[src/rtl/fc_mac_stage.sv]
// ---------------------------------------------------------------------------
// fc_mac_stage
//
// Purpose:
//   Sequential fully-connected compute stage. For every destination neuron it
//   takes a bias word followed by one weight per source neuron from a
//   valid/ready stream. It accumulates bias + sum(values[i] * weight[i]) in
//   signed fixed point on a single MAC. It then writes the rescaled,
//   saturated result into the destination layer's register bank.
//
// Configuration macro:
//   FC_MAC_RELU_EN - when defined, negative saturated results are written as 0.
//
// Ports:
//   clk           in   single clock, rising edge
//   reset         in   synchronous, active-high
//   start         in   one-cycle request to compute the whole destination layer
//   values        in   source layer neuron values, held stable while busy
//   weight_valid  in   weight word is valid
//   weight        in   stream word: bias, then weights for inputs 0..IN_SZ-1
//   weight_ready  out  stage accepts a weight word this cycle
//   load_en       out  one-cycle write strobe to the destination layer
//   load_value    out  result neuron value
//   load_address  out  destination neuron index, zero-extended
//   busy          out  layer computation in progress (through the done cycle)
//   done          out  one-cycle pulse when the layer is complete
// ---------------------------------------------------------------------------
module fc_mac_stage #(
    parameter int SIZE   = 16,
    parameter int FRAC   = 8,
    parameter int IN_SZ  = 4,
    parameter int OUT_SZ = 2
) (
    input  logic                          clk,
    input  logic                          reset,
    input  logic                          start,
    input  logic [0:IN_SZ-1][SIZE-1:0]    values,
    input  logic                          weight_valid,
    input  logic [SIZE-1:0]               weight,
    output logic                          weight_ready,
    output logic                          load_en,
    output logic [SIZE-1:0]               load_value,
    output logic [SIZE-1:0]               load_address,
    output logic                          busy,
    output logic                          done
);

    // Accumulator is wide enough for IN_SZ full products plus the bias, so
    // no intermediate overflow can happen before the final saturation.
    localparam int ACC_W = 2 * SIZE + $clog2(IN_SZ + 1);
    localparam int IW    = (IN_SZ  > 1) ? $clog2(IN_SZ)  : 1;
    localparam int OW    = (OUT_SZ > 1) ? $clog2(OUT_SZ) : 1;

    typedef enum logic [2:0] {
        S_IDLE,
        S_BIAS,
        S_MAC,
        S_WRITE,
        S_DONE
    } state_e;

    state_e                    state_q, state_d;
    logic signed [ACC_W-1:0]   acc_q, acc_d;
    logic [IW-1:0]             inIdx_q, inIdx_d;
    logic [OW-1:0]             outIdx_q, outIdx_d;

    logic                      handshake;
    logic [SIZE-1:0]           selValue;
    logic signed [2*SIZE-1:0]  opValue, opWeight, product;
    logic signed [ACC_W-1:0]   productExt, biasExt, shifted;
    logic [ACC_W-SIZE:0]       upperBits;
    logic                      posOverflow, negOverflow;
    logic [SIZE-1:0]           saturated, result;

    // Multiply-accumulate datapath. Both operands are sign-extended to the
    // full product width, so the low 2*SIZE bits of the product are the exact
    // signed product. The bias is aligned to the product's 2*FRAC scaling.
    always_comb begin
        selValue   = values[inIdx_q];
        opValue    = {{SIZE{selValue[SIZE-1]}}, selValue};
        opWeight   = {{SIZE{weight[SIZE-1]}}, weight};
        product    = opValue * opWeight;
        productExt = {{(ACC_W-2*SIZE){product[2*SIZE-1]}}, product};
        biasExt    = {{(ACC_W-SIZE-FRAC){weight[SIZE-1]}}, weight, {FRAC{1'b0}}};
    end

    // Result path: rescale the accumulator back to FRAC fractional bits with
    // an arithmetic shift (rounds toward minus infinity). Then clamp to the
    // signed SIZE range. Overflow is present when the bits above the result's
    // sign bit do not all match it.
    always_comb begin
        shifted     = acc_q >>> FRAC;
        upperBits   = shifted[ACC_W-1:SIZE-1];
        posOverflow = !shifted[ACC_W-1] && (|upperBits);
        negOverflow =  shifted[ACC_W-1] && !(&upperBits);
        if (posOverflow) begin
            saturated = {1'b0, {(SIZE-1){1'b1}}};
        end else if (negOverflow) begin
            saturated = {1'b1, {(SIZE-1){1'b0}}};
        end else begin
            saturated = shifted[SIZE-1:0];
        end
`ifdef FC_MAC_RELU_EN
        result = saturated[SIZE-1] ? '0 : saturated;
`else
        result = saturated;
`endif
    end

    // State and datapath registers. Reset returns to idle from anywhere and
    // clears the accumulator and both indices.
    always_ff @(posedge clk) begin
        if (reset) begin
            state_q  <= S_IDLE;
            acc_q    <= '0;
            inIdx_q  <= '0;
            outIdx_q <= '0;
        end else begin
            state_q  <= state_d;
            acc_q    <= acc_d;
            inIdx_q  <= inIdx_d;
            outIdx_q <= outIdx_d;
        end
    end

    // Next-state logic. Without a handshake, the BIAS and MAC states hold
    // everything, so stall cycles only shift later events in time.
    always_comb begin
        state_d  = state_q;
        acc_d    = acc_q;
        inIdx_d  = inIdx_q;
        outIdx_d = outIdx_q;
        case (state_q)
            S_IDLE: begin
                if (start) begin
                    state_d  = S_BIAS;
                    inIdx_d  = '0;
                    outIdx_d = '0;
                end
            end
            S_BIAS: begin
                if (handshake) begin
                    acc_d   = biasExt;
                    state_d = S_MAC;
                end
            end
            S_MAC: begin
                if (handshake) begin
                    acc_d = acc_q + productExt;
                    if (inIdx_q == IW'(IN_SZ - 1)) begin
                        inIdx_d = '0;
                        state_d = S_WRITE;
                    end else begin
                        inIdx_d = inIdx_q + IW'(1);
                    end
                end
            end
            S_WRITE: begin
                if (outIdx_q == OW'(OUT_SZ - 1)) begin
                    state_d = S_DONE;
                end else begin
                    outIdx_d = outIdx_q + OW'(1);
                    state_d  = S_BIAS;
                end
            end
            S_DONE: begin
                state_d = S_IDLE;
            end
            default: begin
                state_d = S_IDLE;
            end
        endcase
    end

    // Outputs are decoded from registered state only. weight_ready does not
    // depend on weight_valid. The write bus is zeroed outside WRITE.
    always_comb begin
        weight_ready = (state_q == S_BIAS) || (state_q == S_MAC);
        handshake    = weight_valid && weight_ready;
        load_en      = (state_q == S_WRITE);
        load_value   = load_en ? result : '0;
        load_address = load_en ? {{(SIZE-OW){1'b0}}, outIdx_q} : '0;
        busy         = (state_q != S_IDLE);
        done         = (state_q == S_DONE);
    end

endmodule
[config.mk]
export PLATFORM = sky130hd
export DESIGN_NAME = fc_mac_stage
export DESIGN_NICKNAME = d
export VERILOG_FILES = /design/src/rtl/fc_mac_stage.sv
export SDC_FILE = /design/constraint.sdc
export NUM_CORES = 1
export LEC_CHECK = 0
export CORE_MARGIN = 2
export CORE_UTILIZATION = 32
export CTS_BUF_LIST = sky130_fd_sc_hd__clkbuf_2 sky130_fd_sc_hd__clkbuf_4 sky130_fd_sc_hd__clkbuf_8
export DETAILED_ROUTE_END_ITERATION = 8
export PLACE_DENSITY_LB_ADDON = 0.15
export SLEW_MARGIN = 20
export SYNTH_ARGS = -nofsm -noshare
export SYNTH_HDL_FRONTEND = slang
export SYNTH_SLANG_ARGS = --single-unit
[constraint.sdc]
create_clock -name clk -period 9 [get_ports clk]
set_clock_uncertainty 0.1 [all_clocks]
set_input_delay 0.9 -clock clk [delete_from_list [all_inputs] [get_ports clk]]
set_output_delay 0.9 -clock clk [all_outputs]
set_load 0.01 [all_outputs]
# ---- After elaboration in Yosys (flattened, before gate mapping)
# Index checks and enable logic that the tools add are counted.
dict set report classes {
  n_addsub 3
  n_mul 1
  n_lt_le_gt_ge 1
  eq_ne 9
  mux 23
  bitwise_logic 1
  reduce_logical 17
}
# operator n
set op_table {}
lappend op_table {{$mux 16} 5}
lappend op_table {{$mux 35} 2}
lappend op_table {{$pmux 35 s2} 1}
lappend op_table {{$add 35x32->35} 1}
lappend op_table {{$bmux 16 s2} 1}
lappend op_table {{$mul 16x16->32} 1}
lappend op_table {{$mux 3} 5}
lappend op_table {{$pmux 3 s4} 1}
lappend op_table {{$reduce_and 12->1} 1}
lappend op_table {{$reduce_or 12->1} 1}
lappend op_table {{$ne 2x2->1 const B} 4}
lappend op_table {{$eq 3x2->1 const B} 2}
lappend op_table {{$mux 2} 3}
lappend op_table {{$reduce_and 3->1} 2}
lappend op_table {{$reduce_bool 2->1} 3}
lappend op_table {{$pmux 2 s2} 1}
lappend op_table {{$reduce_and 4->1} 1}
lappend op_table {{$eq 3x1->1 const B} 1}
lappend op_table {{$eq 3x3->1 const B} 1}
lappend op_table {{$ge 3x3->1 const B} 1}
lappend op_table {{$logic_and 1x1->1} 3}
lappend op_table {{$logic_not 3->1} 1}
lappend op_table {{$mux 1} 3}
lappend op_table {{$not 2->3} 1}
lappend op_table {{other kinds (8)} 9}
dict set report totals {
  register_bits 41
  input_bits 84
  out_inout_bits 36
  elab_cells 59
}

# ---- Logic depth before layout (Yosys ltp)
dict set report logic_depth {
  depth_word 8
  mapped_depth 26
}

# ---- Worst setup path before layout
# Ideal clock, no wire load.
dict set report synth_path {
  path_type {input to register}
  start {in values[15] in the netlist's numbering}
  end {reg acc_q[31]}
  setup_ps 86
  arrival_ps 6970
  required_ps 8814
  setup_slack_ps 1844
  stages 21
  path_cell_list {mux4_2 -> clkbuf_1 -> nand2_1 -> inv_1 -> fa_1 -> fa_1 -> fa_1 -> fa_1 -> fa_1 -> inv_1 -> fa_1 -> inv_1 -> ha_1 -> a21o_1 -> a21o_1 -> a2111oi_0 -> o21ai_0 -> a21oi_2 -> xnor2_1 -> nand2_1 -> a211oi_1}
}
dict set report synth_between {
  elab_chain_len 7
}
# item line_no
set synth_rtl {}
lappend synth_rtl {{start: declaration} 37} ;# input logic [0:IN_SZ-1][SIZE-1:0] values,
lappend synth_rtl {{$bmux 16 s2} 79} ;# selValue = values[inIdx_q];
lappend synth_rtl {{$mux 16 (not written as such) (2 in series)} 79}
lappend synth_rtl {{$mul 16x16->32} 82} ;# product = opValue * opWeight;
lappend synth_rtl {{$add 35x32->35} 149} ;# acc_d = acc_q + productExt;
lappend synth_rtl {{$mux 35} 148} ;# if (handshake) begin
lappend synth_rtl {{$pmux 35 s2} 133} ;# case (state_q)
lappend synth_rtl {{end signal: assignment} 115} ;# acc_q <= '0;
lappend synth_rtl {{end signal: assignment} 120} ;# acc_q <= acc_d;
lappend synth_rtl {{end: declaration} 63} ;# logic signed [ACC_W-1:0] acc_q, acc_d;
# Every way passes these cells. The select of a mux whose other input is x is not followed.
# A chain may end at the register's enable or synchronous reset.

# ---- Worst setup path after layout
# Ends and elaborated chain as after synthesis.

==> impl_metrics.ini <==
[detailed_routing]
first_iter_violations = 525
antenna_left = 0
routedWlPerCell_um = 17.7
drtPass1Iterations = 4
routed_wl_mm = 38.8
via_count = 10200
drc = 0
avgViaCountPerCell = 4.66

[min_path]
hold_class = reg2reg

[yosys]
synth_ff_type = dfxtp_1
syn-cell-area_sq_um = 13900
yosys.area_share.adder = 0.541
synth.most_common_cell = inv_1
yosys.area_share.simple = 0.153
async_reset_ff_frac = 0
ys_types = 66
synth_edf_count = 0
yosysTopAreaCellShare = 0.446
synth_area_leaders = fa_1 45%, inv_1 9.6%, ha_1 9.5%
synth-compound-area-share = 0.0724
synth_commonest_cells = 357 x inv_1, 310 x fa_1, 166 x nand2_1, 126 x and2_1, 105 x ha_1
synth_xor_area_frac = 0.0221
synth_top_family_by_area = adder cells
syn_inst = 1544
synth_top_area_cell = fa_1
ys_seq_area_frac = 0.0590
yosys_warnings = 0
avgSynthCellArea_sq_um = 9.00
synth.area.mux_share = 0.0281
synth-seq-cells = 41

[sta]
slew_viol_final = 0
hold_viol = 0
setup_viol = 0
finalCritPeriodShare = 0.856
worst_pin_slew_ns = 1.05
tns_ns = 0
fmax_mhz = 130
layout_setup_ws_ns = 1.30
min_period_ns = 7.70
rsz0062_at_grt = no
relSlewSlack = 0.301
hold_ws_ns = 0.363

[critical_path]
critical_path_arrival_ns = 7.82
crit_fanout = 16
worstPathRequired_ns = 9.12
crit_path_end_kind = register
critPathLaunchType = input port
criticalPathCategory = in2reg

[die]
ioPinCount = 120
start_util = 0.323
core_sq_um = 43000
die_h_um = 212
die-area_sq_um = 45100
die_width_um = 212
rows = 76

[placement]
pre_cts_ws_ns = 0.957
portBuffers = 104
place.gp.congestion = 0.836
dp_hpwl_mm = 32.6
dp_cells = 2188

[clocking]
cts_max_level = 2
cts_tree = done
clock_latency_ns = 0.31
clock_sinks = 41
path_clk_slew_ns = 0.10
cts_buffers = 5
clockBufferDepth = 2
cts-root-buf = clkbuf_8
cts_setup_buffers = 0
ctsHoldBuffers = 0
cts_resized = 0

[grt]
grt_max_degree = 39
antenna_found_initial = 1
grt-ovfl-total = 0
grt_pass1_wl_mm = 62.7
first_global_vias = 11100
grt_util_all_layers = 0.181

[layout]
areaGrowthSynthToFinish_pct = 12.4
final_layout_size_suffix_gt1_frac = 0.0403
fillers = 4532
nets = 2109
fin_cells = 2197

[status]
status = finished clean

[job]
drv_cap = 0
[worst max-delay path, stage by stage]
cell             delay (ns)
clkdlybuf4s50_1        0.42
mux4_2                 0.68
nand2_1                0.21
inv_1                  0.10
fa_1                   0.64
fa_1                   0.90
fa_1                   0.53
fa_1                   0.51
fa_1                   0.49
inv_1                  0.05
fa_1                   0.49
inv_1                  0.05
ha_1                   0.34
a21o_1                 0.18
a21o_1                 0.18
a2111oi_0              0.36
o21ai_0                0.17
a21oi_2                0.20
xnor2_1                0.14
nand2_1                0.06
a211oi_1               0.23
[stage by stage]
stage	utilization	cell area, sq um
after global placement	0.361	15500
after CTS	0.364	15600
final	0.364	15600
after floorplan	-	14000
after global routing	0.364	15600
after detailed placement	0.361	15500
[cell families after synthesis]
logic type / Yosys count
AO/OA/AOI/OAI: 153
multiplexers: 19
adder cells (fa/ha/maj): 415
flip-flops: 41
buffers and inverters: 439
AND/OR/NAND/NOR: 441
other: 1
XOR/XNOR: 35
[layout make-up]
| type | count | area [sq um] | area share |
|---|---|---|---|
| Clock inverter | 2 | 37.5 | 0.00240 |
| Clock buffer | 6 | 82.6 | 0.00528 |
| Tap cell | 585 | 732 | 0.0468 |
| Inverter | 358 | 1340 | 0.0860 |
| Sequential cell | 41 | 821 | 0.0525 |
| Multi-Input combinational cell | 1078 | 11400 | 0.730 |
| Antenna cell | 1 | 2.50 | 0.000160 |
| Timing Repair Buffer | 126 | 1210 | 0.0772 |
[layer usage]
layer	global-route usage	vias to the layer above	wire length, um
met5	0	-	0
met4	0.0357	0	829
li1	-	4761	-
met1	0.245	5234	17500
met2	0.321	212	19300
met3	0.0120	40	1220
[layout by cell type (no fill, tap or decap), types with 3 or more instances in the layout]
master	n
ha_1	105
o31ai_1	3
clkbuf_8	6
a211oi_1	11
conb_1	15
clkdlybuf4s50_1	104
fa_1	310
nor4_1	3
o21ai_1	4
a21oi_1	62
buf_4	22
xnor2_1	25
and2_1	126
or3_1	4
o21ai_0	22
and3_1	5
nand4_1	5
nor3_1	11
o21a_1	3
o21bai_1	3
nand2_1	166
inv_1	357
mux4_2	16
nor2b_1	7
nor2_1	83
a311oi_1	5
a21oi_2	4
a21o_1	8
a31oi_1	4
xor2_1	10
nand2b_1	4
mux2i_1	3
dfxtp_1	41
o211ai_1	3
nand3_1	15
[sequential cells by signal (all words and copies together) (netlist names)]
| register | flops |
|---|---|
| acc_q | 35 |
| inIdx_q | 2 |
| outIdx_q | 1 |
| state_q | 3 |
[worst paths after layout]
kind	startpoint	endpoint	slack [ns]	cells after the start
worst max register to register	inIdx_q[0]$_SDFFE_PP0P_	acc_q[27]$_SDFFE_PP0P_	1.48	22
worst max-delay path	values[15]	acc_q[31]$_SDFFE_PP0P_	1.30	21
worst min-delay path	acc_q[4]$_SDFFE_PP0P_	acc_q[4]$_SDFFE_PP0P_	0.36	2
worst min register to register	acc_q[4]$_SDFFE_PP0P_	acc_q[4]$_SDFFE_PP0P_	0.36	2
Power is left out: the tool's default activity adds up to more than one toggle a clock period on the data nets, which glitch-free logic cannot reach.
